**src/rtl/hack_boot_loader.sv**
```systemverilog
// Hack CPU boot loader: holds the CPU in reset, streams a big-endian program image into instruction memory, then releases it.
// Optional trailing 16-bit checksum verification is enabled by defining BOOT_CSUM_EN.
module hack_boot_loader #(
  parameter int unsigned WIDTH      = 16,
  parameter int unsigned ADDR_WIDTH = 15
) (
  input  logic                  clk_i,
  input  logic                  rst_i,
  input  logic                  load_req_i,
  input  logic                  rx_valid_i,
  input  logic [7:0]            rx_data_i,
  output logic                  rx_ready_o,
  output logic                  rom_we_o,
  output logic [ADDR_WIDTH-1:0] rom_addr_o,
  output logic [WIDTH-1:0]      rom_wdata_o,
  output logic                  cpu_rst_n_o,
  output logic                  load_done_o,
  output logic                  load_err_o
);

  localparam int unsigned CNT_W    = ADDR_WIDTH + 1;
  localparam logic [31:0] CAPACITY = 32'd1 << ADDR_WIDTH;

  typedef enum logic [3:0] {
    S_LEN_HI,
    S_LEN_LO,
    S_DATA_HI,
    S_DATA_LO,
`ifdef BOOT_CSUM_EN
    S_CSUM_HI,
    S_CSUM_LO,
`endif
    S_DONE_WAIT,
    S_RUN,
    S_ERR
  } state_e;

  state_e                state_q, state_d;
  logic [CNT_W-1:0]      cnt_q, cnt_d;
  logic [15:0]           len_q, len_d;
  logic [7:0]            hi_q, hi_d;
  logic                  rom_we_q, rom_we_d;
  logic [ADDR_WIDTH-1:0] rom_addr_q, rom_addr_d;
  logic [WIDTH-1:0]      rom_wdata_q, rom_wdata_d;
  logic                  cpu_rst_n_q, cpu_rst_n_d;
  logic                  load_done_q, load_done_d;
  logic                  load_err_q, load_err_d;
`ifdef BOOT_CSUM_EN
  logic [15:0]           csum_q, csum_d;
`endif

  logic                  loading_c;
  logic                  accept_c;
  logic [15:0]           rx_word_c;
  logic [CNT_W-1:0]      cnt_inc_c;

  // Byte-consuming states; DONE_WAIT, RUN and ERR never take bytes.
  assign loading_c  = (state_q != S_DONE_WAIT) && (state_q != S_RUN) && (state_q != S_ERR);
  assign rx_ready_o = loading_c && !load_req_i;
  assign accept_c   = rx_valid_i && rx_ready_o;
  assign rx_word_c  = {hi_q, rx_data_i};
  assign cnt_inc_c  = cnt_q + CNT_W'(1);

  // Next-state and registered-output logic.
  always_comb begin
    state_d     = state_q;
    cnt_d       = cnt_q;
    len_d       = len_q;
    hi_d        = hi_q;
    rom_we_d    = 1'b0;
    rom_addr_d  = rom_addr_q;
    rom_wdata_d = rom_wdata_q;
`ifdef BOOT_CSUM_EN
    csum_d      = csum_q;
`endif

    if (load_req_i) begin
      state_d = S_LEN_HI;
      cnt_d   = '0;
`ifdef BOOT_CSUM_EN
      csum_d  = '0;
`endif
    end else begin
      case (state_q)
        S_LEN_HI: begin
          if (accept_c) begin
            hi_d    = rx_data_i;
            state_d = S_LEN_LO;
          end
        end
        S_LEN_LO: begin
          if (accept_c) begin
            len_d = rx_word_c;
            cnt_d = '0;
            if (rx_word_c == 16'd0) begin
`ifdef BOOT_CSUM_EN
              state_d = S_CSUM_HI;
`else
              state_d = S_RUN;
`endif
            end else if (32'(rx_word_c) > CAPACITY) begin
              state_d = S_ERR;
            end else begin
              state_d = S_DATA_HI;
            end
          end
        end
        S_DATA_HI: begin
          if (accept_c) begin
            hi_d    = rx_data_i;
            state_d = S_DATA_LO;
          end
        end
        S_DATA_LO: begin
          if (accept_c) begin
            rom_we_d    = 1'b1;
            rom_addr_d  = cnt_q[ADDR_WIDTH-1:0];
            rom_wdata_d = WIDTH'(rx_word_c);
            cnt_d       = cnt_inc_c;
`ifdef BOOT_CSUM_EN
            csum_d      = csum_q + rx_word_c;
`endif
            if (32'(cnt_inc_c) == 32'(len_q)) begin
`ifdef BOOT_CSUM_EN
              state_d = S_CSUM_HI;
`else
              state_d = S_DONE_WAIT;
`endif
            end else begin
              state_d = S_DATA_HI;
            end
          end
        end
`ifdef BOOT_CSUM_EN
        S_CSUM_HI: begin
          if (accept_c) begin
            hi_d    = rx_data_i;
            state_d = S_CSUM_LO;
          end
        end
        S_CSUM_LO: begin
          if (accept_c) begin
            state_d = (rx_word_c == csum_q) ? S_DONE_WAIT : S_ERR;
          end
        end
`endif
        S_DONE_WAIT: state_d = S_RUN;
        S_RUN:       state_d = S_RUN;
        S_ERR:       state_d = S_ERR;
        default:     state_d = S_LEN_HI;
      endcase
    end

    cpu_rst_n_d = (state_d == S_RUN);
    load_done_d = (state_d == S_RUN);
    load_err_d  = (state_d == S_ERR);
  end

  // State and output registers.
  always_ff @(posedge clk_i or posedge rst_i) begin
    if (rst_i) begin
      state_q     <= S_LEN_HI;
      cnt_q       <= '0;
      len_q       <= '0;
      hi_q        <= '0;
      rom_we_q    <= 1'b0;
      rom_addr_q  <= '0;
      rom_wdata_q <= '0;
      cpu_rst_n_q <= 1'b0;
      load_done_q <= 1'b0;
      load_err_q  <= 1'b0;
`ifdef BOOT_CSUM_EN
      csum_q      <= '0;
`endif
    end else begin
      state_q     <= state_d;
      cnt_q       <= cnt_d;
      len_q       <= len_d;
      hi_q        <= hi_d;
      rom_we_q    <= rom_we_d;
      rom_addr_q  <= rom_addr_d;
      rom_wdata_q <= rom_wdata_d;
      cpu_rst_n_q <= cpu_rst_n_d;
      load_done_q <= load_done_d;
      load_err_q  <= load_err_d;
`ifdef BOOT_CSUM_EN
      csum_q      <= csum_d;
`endif
    end
  end

  assign rom_we_o    = rom_we_q;
  assign rom_addr_o  = rom_addr_q;
  assign rom_wdata_o = rom_wdata_q;
  assign cpu_rst_n_o = cpu_rst_n_q;
  assign load_done_o = load_done_q;
  assign load_err_o  = load_err_q;

endmodule

```
**config.mk**
```make
export PLATFORM = sky130hd
export DESIGN_NAME = hack_boot_loader
export DESIGN_NICKNAME = d
export VERILOG_FILES = /design/src/rtl/hack_boot_loader.sv
export SDC_FILE = /design/constraint.sdc
export NUM_CORES = 1
export LEC_CHECK = 0
export ABC_AREA = 1
export BUFFER_PORTS_ARGS = -buffer_cell sky130_fd_sc_hd__buf_2
export CAP_MARGIN = 10
export CORE_MARGIN = 4
export CORE_UTILIZATION = 30
export CTS_CLUSTER_DIAMETER = 50
export CTS_CLUSTER_SIZE = 28
export DETAILED_ROUTE_END_ITERATION = 7
export GPL_TIMING_DRIVEN = 0
export PLACE_DENSITY_LB_ADDON = 0.25
export SLEW_MARGIN = 20
export SYNTH_ARGS = -nofsm -noshare
export SYNTH_HDL_FRONTEND = slang
export SYNTH_SLANG_ARGS = --single-unit
export TNS_END_PERCENT = 1
```
**constraint.sdc**
```tcl
create_clock -name clk_i -period 3.1 [get_ports clk_i]
set_clock_uncertainty 0.2 [all_clocks]
set_input_delay 0 -clock clk_i [delete_from_list [all_inputs] [get_ports clk_i]]
set_output_delay 0 -clock clk_i [all_outputs]
set_load 0.02 [all_outputs]
```
==> results of run 1 <==
-- worst max-delay path: stages, from the launching register on --
cell and delay (ns):
sky130_fd_sc_hd__dfrtp_1 0.48, sky130_fd_sc_hd__ha_1 0.26, sky130_fd_sc_hd__nand2_2 0.09, sky130_fd_sc_hd__nor2_2 0.19, sky130_fd_sc_hd__buf_6 0.18, sky130_fd_sc_hd__nand2_2 0.07, sky130_fd_sc_hd__nand2_2 0.07, sky130_fd_sc_hd__nand3_1 0.07
sky130_fd_sc_hd__nand2_1 0.08, sky130_fd_sc_hd__nand3_2 0.09, sky130_fd_sc_hd__nor3_2 0.24, sky130_fd_sc_hd__nand2_1 0.13, sky130_fd_sc_hd__nand2_1 0.07, sky130_fd_sc_hd__nand2_1 0.04, sky130_fd_sc_hd__nand2_1 0.07, sky130_fd_sc_hd__nand2_2 0.07
sky130_fd_sc_hd__nor2_1 0.10
-- state kept, by name (all words and copies together), names as in the netlist --
name         flops
load_done_o      1
rom_wdata_o     16
rom_we_o         1
hi_q             8
state_q          4
rom_addr_o      15
cnt_q           16
load_err_o       1
len_q           16
-- metrics by stage --
| stage | cell area, um2 | hold WS [ns] | cells | worst slack (ns) | setup TNS (ns) |
|---|---|---|---|---|---|
| after floorplan | 3764 | -0.1369 | 474 | 0.9050 | 0 |
| after detailed placement | 4232 | -0.1263 | 690 | 0.5537 | 0 |
| final | 4657 | 0.03119 | 716 | 0.5286 | 0 |
| after global placement | 4209 | -0.007569 | 689 | -0.2214 | -16.90 |
| after CTS | 4657 | 0.02755 | 716 | 0.5214 | 0 |
| after global routing | 4657 | 0.06638 | 716 | 0.3280 | 0 |
-- area by class of cell --
class / instances / area share, %
sequential: 78 / 41.91
multi-input combinational: 324 / 32.83
timing repair buffer: 58 / 7.630
clock buffer: 11 / 5.212
inverter: 59 / 4.809
tap: 168 / 4.514
clock inverter: 5 / 1.773
buffer: 13 / 1.316
-- cells in the final DEF, fill, tap and decap left out, types with 2 or more instances in the layout --
cell type,count
sky130_fd_sc_hd__nand2_2,7
sky130_fd_sc_hd__nor2_4,4
sky130_fd_sc_hd__nor3_1,3
sky130_fd_sc_hd__nor2_2,4
sky130_fd_sc_hd__dlygate4sd3_1,10
sky130_fd_sc_hd__inv_2,5
sky130_fd_sc_hd__nor2_1,26
sky130_fd_sc_hd__dfrtp_1,78
sky130_fd_sc_hd__o22ai_1,7
sky130_fd_sc_hd__xor2_1,2
sky130_fd_sc_hd__nand3_1,44
sky130_fd_sc_hd__clkinv_4,2
sky130_fd_sc_hd__a21oi_1,3
sky130_fd_sc_hd__inv_1,53
sky130_fd_sc_hd__nand4_1,10
sky130_fd_sc_hd__nand2_1,145
sky130_fd_sc_hd__buf_2,48
sky130_fd_sc_hd__clkbuf_1,11
sky130_fd_sc_hd__clkbuf_16,9
sky130_fd_sc_hd__o21ai_0,57
sky130_fd_sc_hd__bufinv_16,2
-- worst max-delay path by stage --
stage / slack (ns) / depth (start not counted) / end
5_1_grt: 0.33 / 15 / load_err_o$_DFF_PP0_
2_1_floorplan: 0.90 / 1 / cnt_q[0]$_DFFE_PP0P_
3_5_place_dp: 0.55 / 16 / load_done_o$_DFF_PP0_
3_3_place_gp: -0.22 / 2 / rom_addr_o[10]$_DFFE_PP0P_
4_1_cts: 0.52 / 16 / load_err_o$_DFF_PP0_
6_report: 0.53 / 16 / load_err_o$_DFF_PP0_
-- logic make-up (layout without fill, tap and decap cells) --
kind of cell	Yosys count	after routing	synth area share, %
adder cells (fa/ha/maj)	1	1	0.3324
AO/OA/AOI/OAI	71	71	9.907
other	1	1	0.09964
buffers and inverters	72	146	7.513
XOR/XNOR	4	4	1.297
flip-flops	78	78	51.86
AND/OR/NAND/NOR	247	247	28.99
-- power groups by stage --
stage	Sequential (uW)	Combinational (uW)	Clock, uW
global route	1140	239	1220
floorplan	1130	140	0
global placement	1150	186	0
CTS	1130	204	1180
detailed placement	1150	192	0
finish	1130	201	1150
-- routing by layer --
metal  vias to the layer above  track usage, %
li1                       1657               -
met1                      1612           21.16
met2                        73           24.69
met3                        16           2.639
met4                         0           5.870
met5                         -               0
-- synth_stat cells (all sizes together) --
cell,n,area [um2]
o22ai,7,43.79
a211oi,1,7.510
nor3,4,25.02
xor2,2,17.52
o21ai,59,299.0
inv,59,221.5
xnor2,1,8.760
nand2,153,599.3
o21bai,1,7.510
xnor3,1,22.52
nor2,34,167.7
nand3,45,230.2
ha,1,12.51
a21oi,3,15.01
nor4,1,6.260
conb,1,3.750
buf,3,23.77
clkbuf,10,37.54
nand4,10,62.56
dfrtp,78,1952
==> metrics.cfg, run 1 <==
[final_layout]
multiInputGateArea_mm2 = 0.001529
layout-drive-gt1-share_pct = 16.61
seq_area_mm2 = 0.001952
num_antenna_cells = 0
final_core_utilization_pct = 38.29
num-fill-cells = 1282
area_growth_from_synthesis_to_layout_pct = 23.74
finalNetCount = 556

[min_path]
worstHoldPathType = in2reg
hold_path_startpoint = rx_valid_i
worstHoldEndpoint = len_q[13]$_DFFE_PP0P_
min_path_cells = 7

[detailed_routing]
finalWirelength_mm = 10.42
routed_wire_length_on_met3_um = 500
avgViaCountPerCell = 4.690
met1_wire_length_mm = 5.030
drt_iter0_drc = 155
drt.antenna.violating_nets = 0
vias = 3358
max_used_layer = met4
detailedRoute.firstPassIterationCount = 4
met2_wirelength_mm = 4.689
remaining_drc_errors = 0
wl_per_cell_um = 14.55

[worst_setup_path]
setup.worst_path.end_class = flop
cp-start-kind = flop
wp_data_required_ns = 3.16
r2r_cells = 16
worst-path-max-fanout = 10
r2r-end = load_err_o$_DFF_PP0_
r2r-start = cnt_q[0]$_DFFE_PP0P_
critical_path_arrival_ns = 2.63
crit_type = reg2reg
rrSetupSlack_ns = 0.53
critical_path.startpoint = cnt_q[0]$_DFFE_PP0P_

[sta]
grt_setup_unrepaired = false
max_slew.worst_pin.slew_ns = 0.5941
number_of_hold_violations_in_the_final_report = 0
maxClockFrequency_ghz = 0.3889
fin_crit_ns = 2.571
timing.slew.headroom_pct = 60.39
final_setup_fails = 0
final_min_period_over_clock_period_pct = 82.95
maxSlewViolCount = 0

[die]
fp.dieH_um = 120.0
placement_row_count = 40
floorplan.io_pins = 48
die_x_um = 120.0
dieArea_mm2 = 0.01440
core-area_mm2 = 0.01216
initial_core_util_pct = 30.95

[synthesis]
postSynthRegisterBits = 78
synth.avg_cell_area_um2 = 7.940
synth.yosys.seq_area_share_pct = 51.86
ys_warn_count = 0
mappedNetlistNets = 487
synth.cell_area_mm2 = 0.003764
syn-instance-count = 474
synth.lib_cells_used.distinct = 31

[status]
outcome = completed

[clocking]
clock_path_buffers = 2
cts_resized = 0
postCtsSetupRepairBufs = 0
total_clock_buffers_created_by_cts = 9
ctsHoldBuffers = 10
clk_pin_slew_ns = 0.06
cts_tree = done
root_buffer = sky130_fd_sc_hd__clkbuf_16
clk_lat_worst_skew_ns = 0.33
cts_sinks = 78
htree_levels = 3

[pwr]
power.total_uw = 2482
p_sw_share_pct = 23.95
power_leakage_uw = 0.002300
power.sequential.fraction_pct = 45.5
total_switching_power_uw = 594.5
ir_drop_v = 0.0003767
p_per_area_mw_per_mm2 = 532.9
share_comb_of_total_power_pct = 8.1
p_clk_share_pct = 46.4
cell_internal_pwr_uw = 1887

[place]
hpwl_mm = 7.650
routabilityCongestion = 0.9111
buffer_ports.inserted = 47

[job]
maxCapViolCount = 0

[grt]
grt_pass1_wl_mm = 17.79
grt_antenna_before_repair = 0
grt_util_all_layers_pct = 15.53
number_of_global_route_vias_before_repair = 3466
global_route.overflow_total = 0
largest_net_degree_at_the_start_of_global_routing = 43

No activity file was read; power rests on OpenSTA's default activity.
==> run 2: changes to the inputs <==
Settings changed: ABC_AREA 1 to 0.
Clock period 3.1 ns to 2.1 ns, I/O delays scaled along.
==> run 2 against run 1 <==
Against the previous run:
- the run now ends with negative setup slack left
- non-clock buffer count is 35 higher
- via count is 0.27% lower
- count of clock-buffer cells in the layout is 2 lower
- flip-flop and latch count stayed put
- sequential share of layout area is 4.1 points lower
- maximum frequency is 13% higher
- highest routed layer unchanged
- worst setup slack worse by 0.70 ns
- critical path depth is 9 lower
- final area is 11% higher
==> metrics.cfg, run 2 <==
[status]
outcome = complete, but fails checks
failed_checks = negative setup slack

[grt]
grt_antenna_before_repair = 0
number_of_global_route_vias_before_repair = 3296
largest_net_degree_at_the_start_of_global_routing = 34
global_route.overflow_total = 0
grt_util_all_layers_pct = 14.56
grt_pass1_wl_mm = 16.84

[detailed_routing]
drt.antenna.violating_nets = 0
finalWirelength_mm = 10.38
remaining_drc_errors = 0
avgViaCountPerCell = 4.771
wl_per_cell_um = 14.79
drt_iter0_drc = 169
detailedRoute.firstPassIterationCount = 4
vias = 3349

[clocking]
htree_levels = 3
clock_path_buffers = 2
total_clock_buffers_created_by_cts = 9
root_buffer = sky130_fd_sc_hd__clkbuf_16
cts_tree = done
clk_pin_slew_ns = 0.06
clk_lat_worst_skew_ns = 0.35
cts_sinks = 78

[synthesis]
synth_edf_count = 0
postSynth.topFlopCell = sky130_fd_sc_hd__dfrtp_1
syn-instance-count = 434
netlist.area_leader.share_pct = 50.37
postSynthRegisterBits = 78
synth_async_sr_flop_share_pct = 100.0
synth.cell_area_mm2 = 0.003875
yosysMostFrequentCell = sky130_fd_sc_hd__nand2_1
mappedNetlistNets = 447
ys_warn_count = 0
synth_largest_area_cell = sky130_fd_sc_hd__dfrtp_1
synth.avg_cell_area_um2 = 8.928
synth.yosys.seq_area_share_pct = 50.37
post_synth_main_area_contributors = sky130_fd_sc_hd__dfrtp_1 (50%), sky130_fd_sc_hd__nand2_1 (15%), sky130_fd_sc_hd__xnor2_1 (3.6%), sky130_fd_sc_hd__o21ai_0 (3.5%), sky130_fd_sc_hd__xor2_1 (2.5%)
synth.lib_cells_used.distinct = 45
synth.top_cells.by_count = sky130_fd_sc_hd__nand2_1 (156), sky130_fd_sc_hd__dfrtp_1 (78), sky130_fd_sc_hd__o21ai_0 (27), sky130_fd_sc_hd__nor2_1 (22), sky130_fd_sc_hd__xnor2_1 (16)

[pwr]
share_comb_of_total_power_pct = 8.1
cell_internal_pwr_uw = 2636
total_switching_power_uw = 895.2
power.sequential.fraction_pct = 46.4
p_sw_share_pct = 25.35
power.total_uw = 3531
p_clk_share_pct = 45.5
power_leakage_uw = 0.002666
ir_drop_v = 0.0004882
p_per_area_mw_per_mm2 = 683.1

[sta]
setup_ws_ns = -0.1710
maxClockFrequency_ghz = 0.4403
grt_setup_unrepaired = true
max_slew.worst_pin.slew_ns = 0.6785
final_setup_fails = 11
number_of_hold_violations_in_the_final_report = 0
fin_tns_setup_ns = -0.6228
timing.slew.headroom_pct = 54.77
maxSlewViolCount = 0
fin_crit_ns = 2.271
final_min_period_over_clock_period_pct = 108.1

[worst_setup_path]
cp-start-kind = flop
r2r-end = load_done_o$_DFF_PP0_
rrSetupSlack_ns = -0.17
r2r-start = cnt_q[1]$_DFFE_PP0P_
critical_path_arrival_ns = 2.32
crit_type = reg2reg
worst-path-max-fanout = 6
r2r_cells = 7
setup.worst_path.end_class = flop
wp_data_required_ns = 2.15

[final_layout]
area_growth_from_synthesis_to_layout_pct = 33.39
layout-drive-gt1-share_pct = 29.62
layout_commonest_cell = sky130_fd_sc_hd__nand2_1
layout_common_cells = sky130_fd_sc_hd__nand2_1 (154), sky130_fd_sc_hd__dfrtp_1 (74), sky130_fd_sc_hd__buf_2 (51)
num_antenna_cells = 0
finalNetCount = 538

[die]
die_x_um = 121.7
floorplan.io_pins = 48
placement_row_count = 41
initial_core_util_pct = 30.71
dieArea_mm2 = 0.01480
core-area_mm2 = 0.01262
fp.dieH_um = 121.7

[place]
buffer_ports.inserted = 47
hpwl_mm = 7.125
routabilityCongestion = 0.8869

[min_path]
worstHoldEndpoint = state_q[0]$_DFF_PP0_
min_path_cells = 5
worstHoldPathType = in2reg
hold_path_startpoint = rx_data_i[3]

[job]
maxCapViolCount = 0

-- run 2: critical path: stages, from the launching register on --
cell and delay (ns):
sky130_fd_sc_hd__dfrtp_2 0.42, sky130_fd_sc_hd__ha_4 0.19, sky130_fd_sc_hd__nand3_4 0.15, sky130_fd_sc_hd__nor4_4 0.33, sky130_fd_sc_hd__o21ai_1 0.12, sky130_fd_sc_hd__a32oi_2 0.27
sky130_fd_sc_hd__nand4_1 0.22, sky130_fd_sc_hd__a211oi_2 0.27
-- run 2: repair_timing --
item | in CTS | in global routing
pin swaps | 10 | 13
buffers inserted | 7 | 14
endpoints found under the hold margin | 107 | 3
cloned | 1 | 0
resized for setup | 35 | 33
endpoints found under the setup margin | 65 | 68
hold buffers | 9 | 1
-- run 2: per-stage QoR --
step / cells / instance area [um2] / hold WS (ns) / setup slack (ns) / util, %
2_1_floorplan: 434 / 3879 / -0.1369 / -0.06549 / -
3_3_place_gp: 653 / 4329 / 0.05771 / -0.4993 / 34.31
3_5_place_dp: 655 / 4369 / -0.1386 / -0.5774 / 34.62
4_1_cts: 687 / 4954 / -0.2783 / -0.1297 / 39.25
5_1_grt: 702 / 5169 / 0.03245 / -0.2516 / 40.96
6_report: 702 / 5169 / 0.01623 / -0.1710 / 40.96
-- run 2: layer usage --
metal / wire length, um / GRT usage [%] / up-vias
li1: - / - / 1637
met1: 4719 / 19.44 / 1602
met3: 554 / 3.714 / 16
met4: 167 / 6.653 / 0
met2: 4940 / 22.28 / 94
met5: 0 / 0 / -
-- run 2: worst max path at each step --
stage | start | endpoint | slack, ns | cells after the start
floorplan | cnt_q[1]$_DFFE_PP0P_ | state_q[1]$_DFF_PP0_ | -0.07 | 7
global placement | cnt_q[1]$_DFFE_PP0P_ | load_done_o$_DFF_PP0_ | -0.50 | 7
detailed placement | cnt_q[1]$_DFFE_PP0P_ | load_done_o$_DFF_PP0_ | -0.58 | 7
CTS | hi_q[1]$_DFFE_PP0P_ | load_done_o$_DFF_PP0_ | -0.13 | 6
global route | cnt_q[0]$_DFFE_PP0P_ | load_done_o$_DFF_PP0_ | -0.25 | 7
finish | cnt_q[1]$_DFFE_PP0P_ | load_done_o$_DFF_PP0_ | -0.17 | 7
-- run 2: logic make-up after synthesis --
group | synth area share, %
buf+inv | 3.649
simple gates | 28.09
compound gates | 9.041
fa+ha+maj | 0.3228
flops | 50.37
mux | 2.325
other cells | 0.09678
xor+xnor | 6.103
-- run 2: area by class of cell --
cell class                 instances  area, um2
fill                            1318       7451
multi-input combinational        326       1967
sequential                        78       1957
timing repair buffer              80      533.0
clock buffer                       9      225.2
tap                              172      215.2
buffer                            26      167.7
clock inverter                     7      81.33
inverter                           4      22.52
-- run 2: power groups by stage --
stage | logic (uW) | clock network, uW | registers [uW]
after floorplan | 169 | 0 | 1640
after global placement | 227 | 0 | 1660
after detailed placement | 239 | 0 | 1660
after CTS | 271 | 1650 | 1640
after global routing | 316 | 1710 | 1650
final | 285 | 1610 | 1640
==> run 3: changes to the inputs <==
Settings changed: CELL_PAD_IN_SITES_DETAIL_PLACEMENT set to 0, CELL_PAD_IN_SITES_GLOBAL_PLACEMENT set to 1.
==> run 3 against run 2 <==
Against the previous run:
- the flow still finishes with violations (negative setup slack)
- via count fell by 1.2%
- register-to-register slack improved by 0.08 ns
- total power fell by 3.0%
- sequential power barely moved
- routed wire length rose by 2.3%
- hold slack got worse by 0.0048 ns
- clock power fell by 7%
- count of clock-buffer cells in the layout did not move
- cell count fell by 0.57%
- largest cell class is now registers
==> metrics.cfg, run 3 (synthesis results as in run 2) <==
[sta]
grt_setup_unrepaired = true
final_min_period_over_clock_period_pct = 104.2
timing.slew.headroom_pct = 63.74
setup_ws_ns = -0.08830
max_slew.worst_pin.slew_ns = 0.5439
fin_tns_setup_ns = -0.1977
fin_crit_ns = 2.188
maxClockFrequency_ghz = 0.4570
maxSlewViolCount = 0
number_of_hold_violations_in_the_final_report = 0
final_setup_fails = 3

[final_layout]
layout_commonest_cell = sky130_fd_sc_hd__nand2_1
layout_common_cells = sky130_fd_sc_hd__nand2_1 (153), sky130_fd_sc_hd__dfrtp_1 (74), sky130_fd_sc_hd__buf_2 (53)
num_antenna_cells = 0
layout-drive-gt1-share_pct = 28.52
finalNetCount = 534
stdcell_count = 698
num-fill-cells = 1330
area_growth_from_synthesis_to_layout_pct = 32.64

[die]
core-area_mm2 = 0.01262
fp.dieH_um = 121.7
floorplan.io_pins = 48
die_x_um = 121.7
initial_core_util_pct = 30.71
placement_row_count = 41
dieArea_mm2 = 0.01480

[grt]
grt_antenna_before_repair = 0
grt_pass1_wl_mm = 17.85
number_of_global_route_vias_before_repair = 3454
global_route.overflow_total = 0
grt_util_all_layers_pct = 15.54
largest_net_degree_at_the_start_of_global_routing = 26

[detailed_routing]
drt_iter0_drc = 112
remaining_drc_errors = 0
drt.antenna.violating_nets = 0
vias = 3308
wl_per_cell_um = 15.22
detailedRoute.firstPassIterationCount = 4
finalWirelength_mm = 10.62
avgViaCountPerCell = 4.739

[clocking]
clk_pin_slew_ns = 0.07
clk_lat_worst_skew_ns = 0.34
root_buffer = sky130_fd_sc_hd__clkbuf_16
htree_levels = 3
cts_tree = done
cts_sinks = 78
total_clock_buffers_created_by_cts = 9
clock_path_buffers = 2

[worst_setup_path]
worst-path-max-fanout = 6
r2r-start = cnt_q[0]$_DFFE_PP0P_
critical_path_arrival_ns = 2.24
wp_data_required_ns = 2.15
cpMostUsedCell = sky130_fd_sc_hd__buf_6
crit_type = reg2reg
setup.worst_path.end_class = flop
cp-start-kind = flop
slowest_stage = sky130_fd_sc_hd__dfrtp_1
r2r-end = state_q[1]$_DFF_PP0_
critical-path-max-stage-delay_ns = 0.41
cell_by_cell_trace_of_the_critical_path = buf_6, nand4_4, buf_6, nor4_4, xnor2_2, nor2_1, and4_1, a211oi_2
rrSetupSlack_ns = -0.09
r2r_cells = 8

[status]
outcome = complete, but fails checks
failed_checks = negative setup slack

[min_path]
worstHoldPathType = in2async

[job]
maxCapViolCount = 0

[place]
hpwl_mm = 7.647
post-place-cells = 656
dp_slack_ns = -0.5848
buffer_ports.inserted = 47
routabilityCongestion = 0.7963

[pwr]
ir_drop_v = 0.0002731
p_per_area_mw_per_mm2 = 666.5
power_leakage_uw = 0.002609
power.total_uw = 3426

[run 3: cell types whose count changed in the layout (fill, tap and decap cells not counted), moves of 3 or more]
| cell | change |
|---|---|
| sky130_fd_sc_hd__buf_4 | -12 |
| sky130_fd_sc_hd__clkbuf_4 | +3 |
| sky130_fd_sc_hd__o21ai_1 | +4 |
| sky130_fd_sc_hd__o21ai_0 | -4 |
| sky130_fd_sc_hd__nor3_1 | +3 |
[run 3: repair_timing]
item                                    4_1_cts  5_1_grt
setup buffers                                 7        9
gates cloned                                  1        0
hold buffers                                 11        0
pin swaps                                     9       14
endpoints found under the setup margin       68       67
hold endpoints to repair                    113        0
resized for setup                            32       35
[run 3: how the worst max path moves through the flow]
stage                               from                     to  slack [ns]
global placement    cnt_q[1]$_DFFE_PP0P_  load_done_o$_DFF_PP0_       -0.57
finish              cnt_q[0]$_DFFE_PP0P_   state_q[1]$_DFF_PP0_       -0.09
floorplan           cnt_q[1]$_DFFE_PP0P_   state_q[1]$_DFF_PP0_       -0.07
detailed placement  cnt_q[1]$_DFFE_PP0P_  load_done_o$_DFF_PP0_       -0.58
CTS                 state_q[0]$_DFF_PP0_  cnt_q[15]$_DFFE_PP0P_       -0.13
global route        cnt_q[0]$_DFFE_PP0P_  load_done_o$_DFF_PP0_       -0.21
[run 3: per-stage QoR]
stage	hold WS, ns	instance area, um2	utilization (%)
after floorplan	-0.1369	3879	-
after global placement	0.06028	4329	34.31
after detailed placement	-0.1591	4404	34.90
after CTS	0.01712	4992	39.56
after global routing	0.06114	5140	40.73
final	0.01146	5140	40.73
[run 3: metal layers]
layer	part of all wire (%)	global-route usage (%)	wire, um
met5	0	0	0
met2	48	25.25	5103
met4	1.7	4.972	180
met3	4.4	3.807	468
met1	46	20.47	4871
[run 3: layout make-up]
| type | count | area [um2] | area share, % |
|---|---|---|---|
| flip-flops and latches | 78 | 1957 | 38.07 |
| inverters | 4 | 18.77 | 0.3651 |
| multi-input cells | 326 | 1944 | 37.83 |
| clock inverters | 7 | 56.30 | 1.095 |
| plain buffers | 25 | 166.4 | 3.238 |
| clock buffers | 9 | 225.2 | 4.382 |
| repair buffers | 77 | 556.8 | 10.83 |
| well taps | 172 | 215.2 | 4.187 |
[run 3: power by group]
group / switching (uW) / internal, uW / leakage (uW)
combinational: 148 / 137 / 0.00143
clock: 690 / 811 / 0.000125
sequential: 76.8 / 1560 / 0.00106
[run 3: worst max-delay path, delay by kind of cell (launching register included)]
family	cells	cell delay (ns)
AOI/OAI and AO/OA	1	0.21
xor gates and xnor gates	1	0.18
buffers and inverters	2	0.31
DFF	1	0.41
and+or+nand+nor	4	0.79
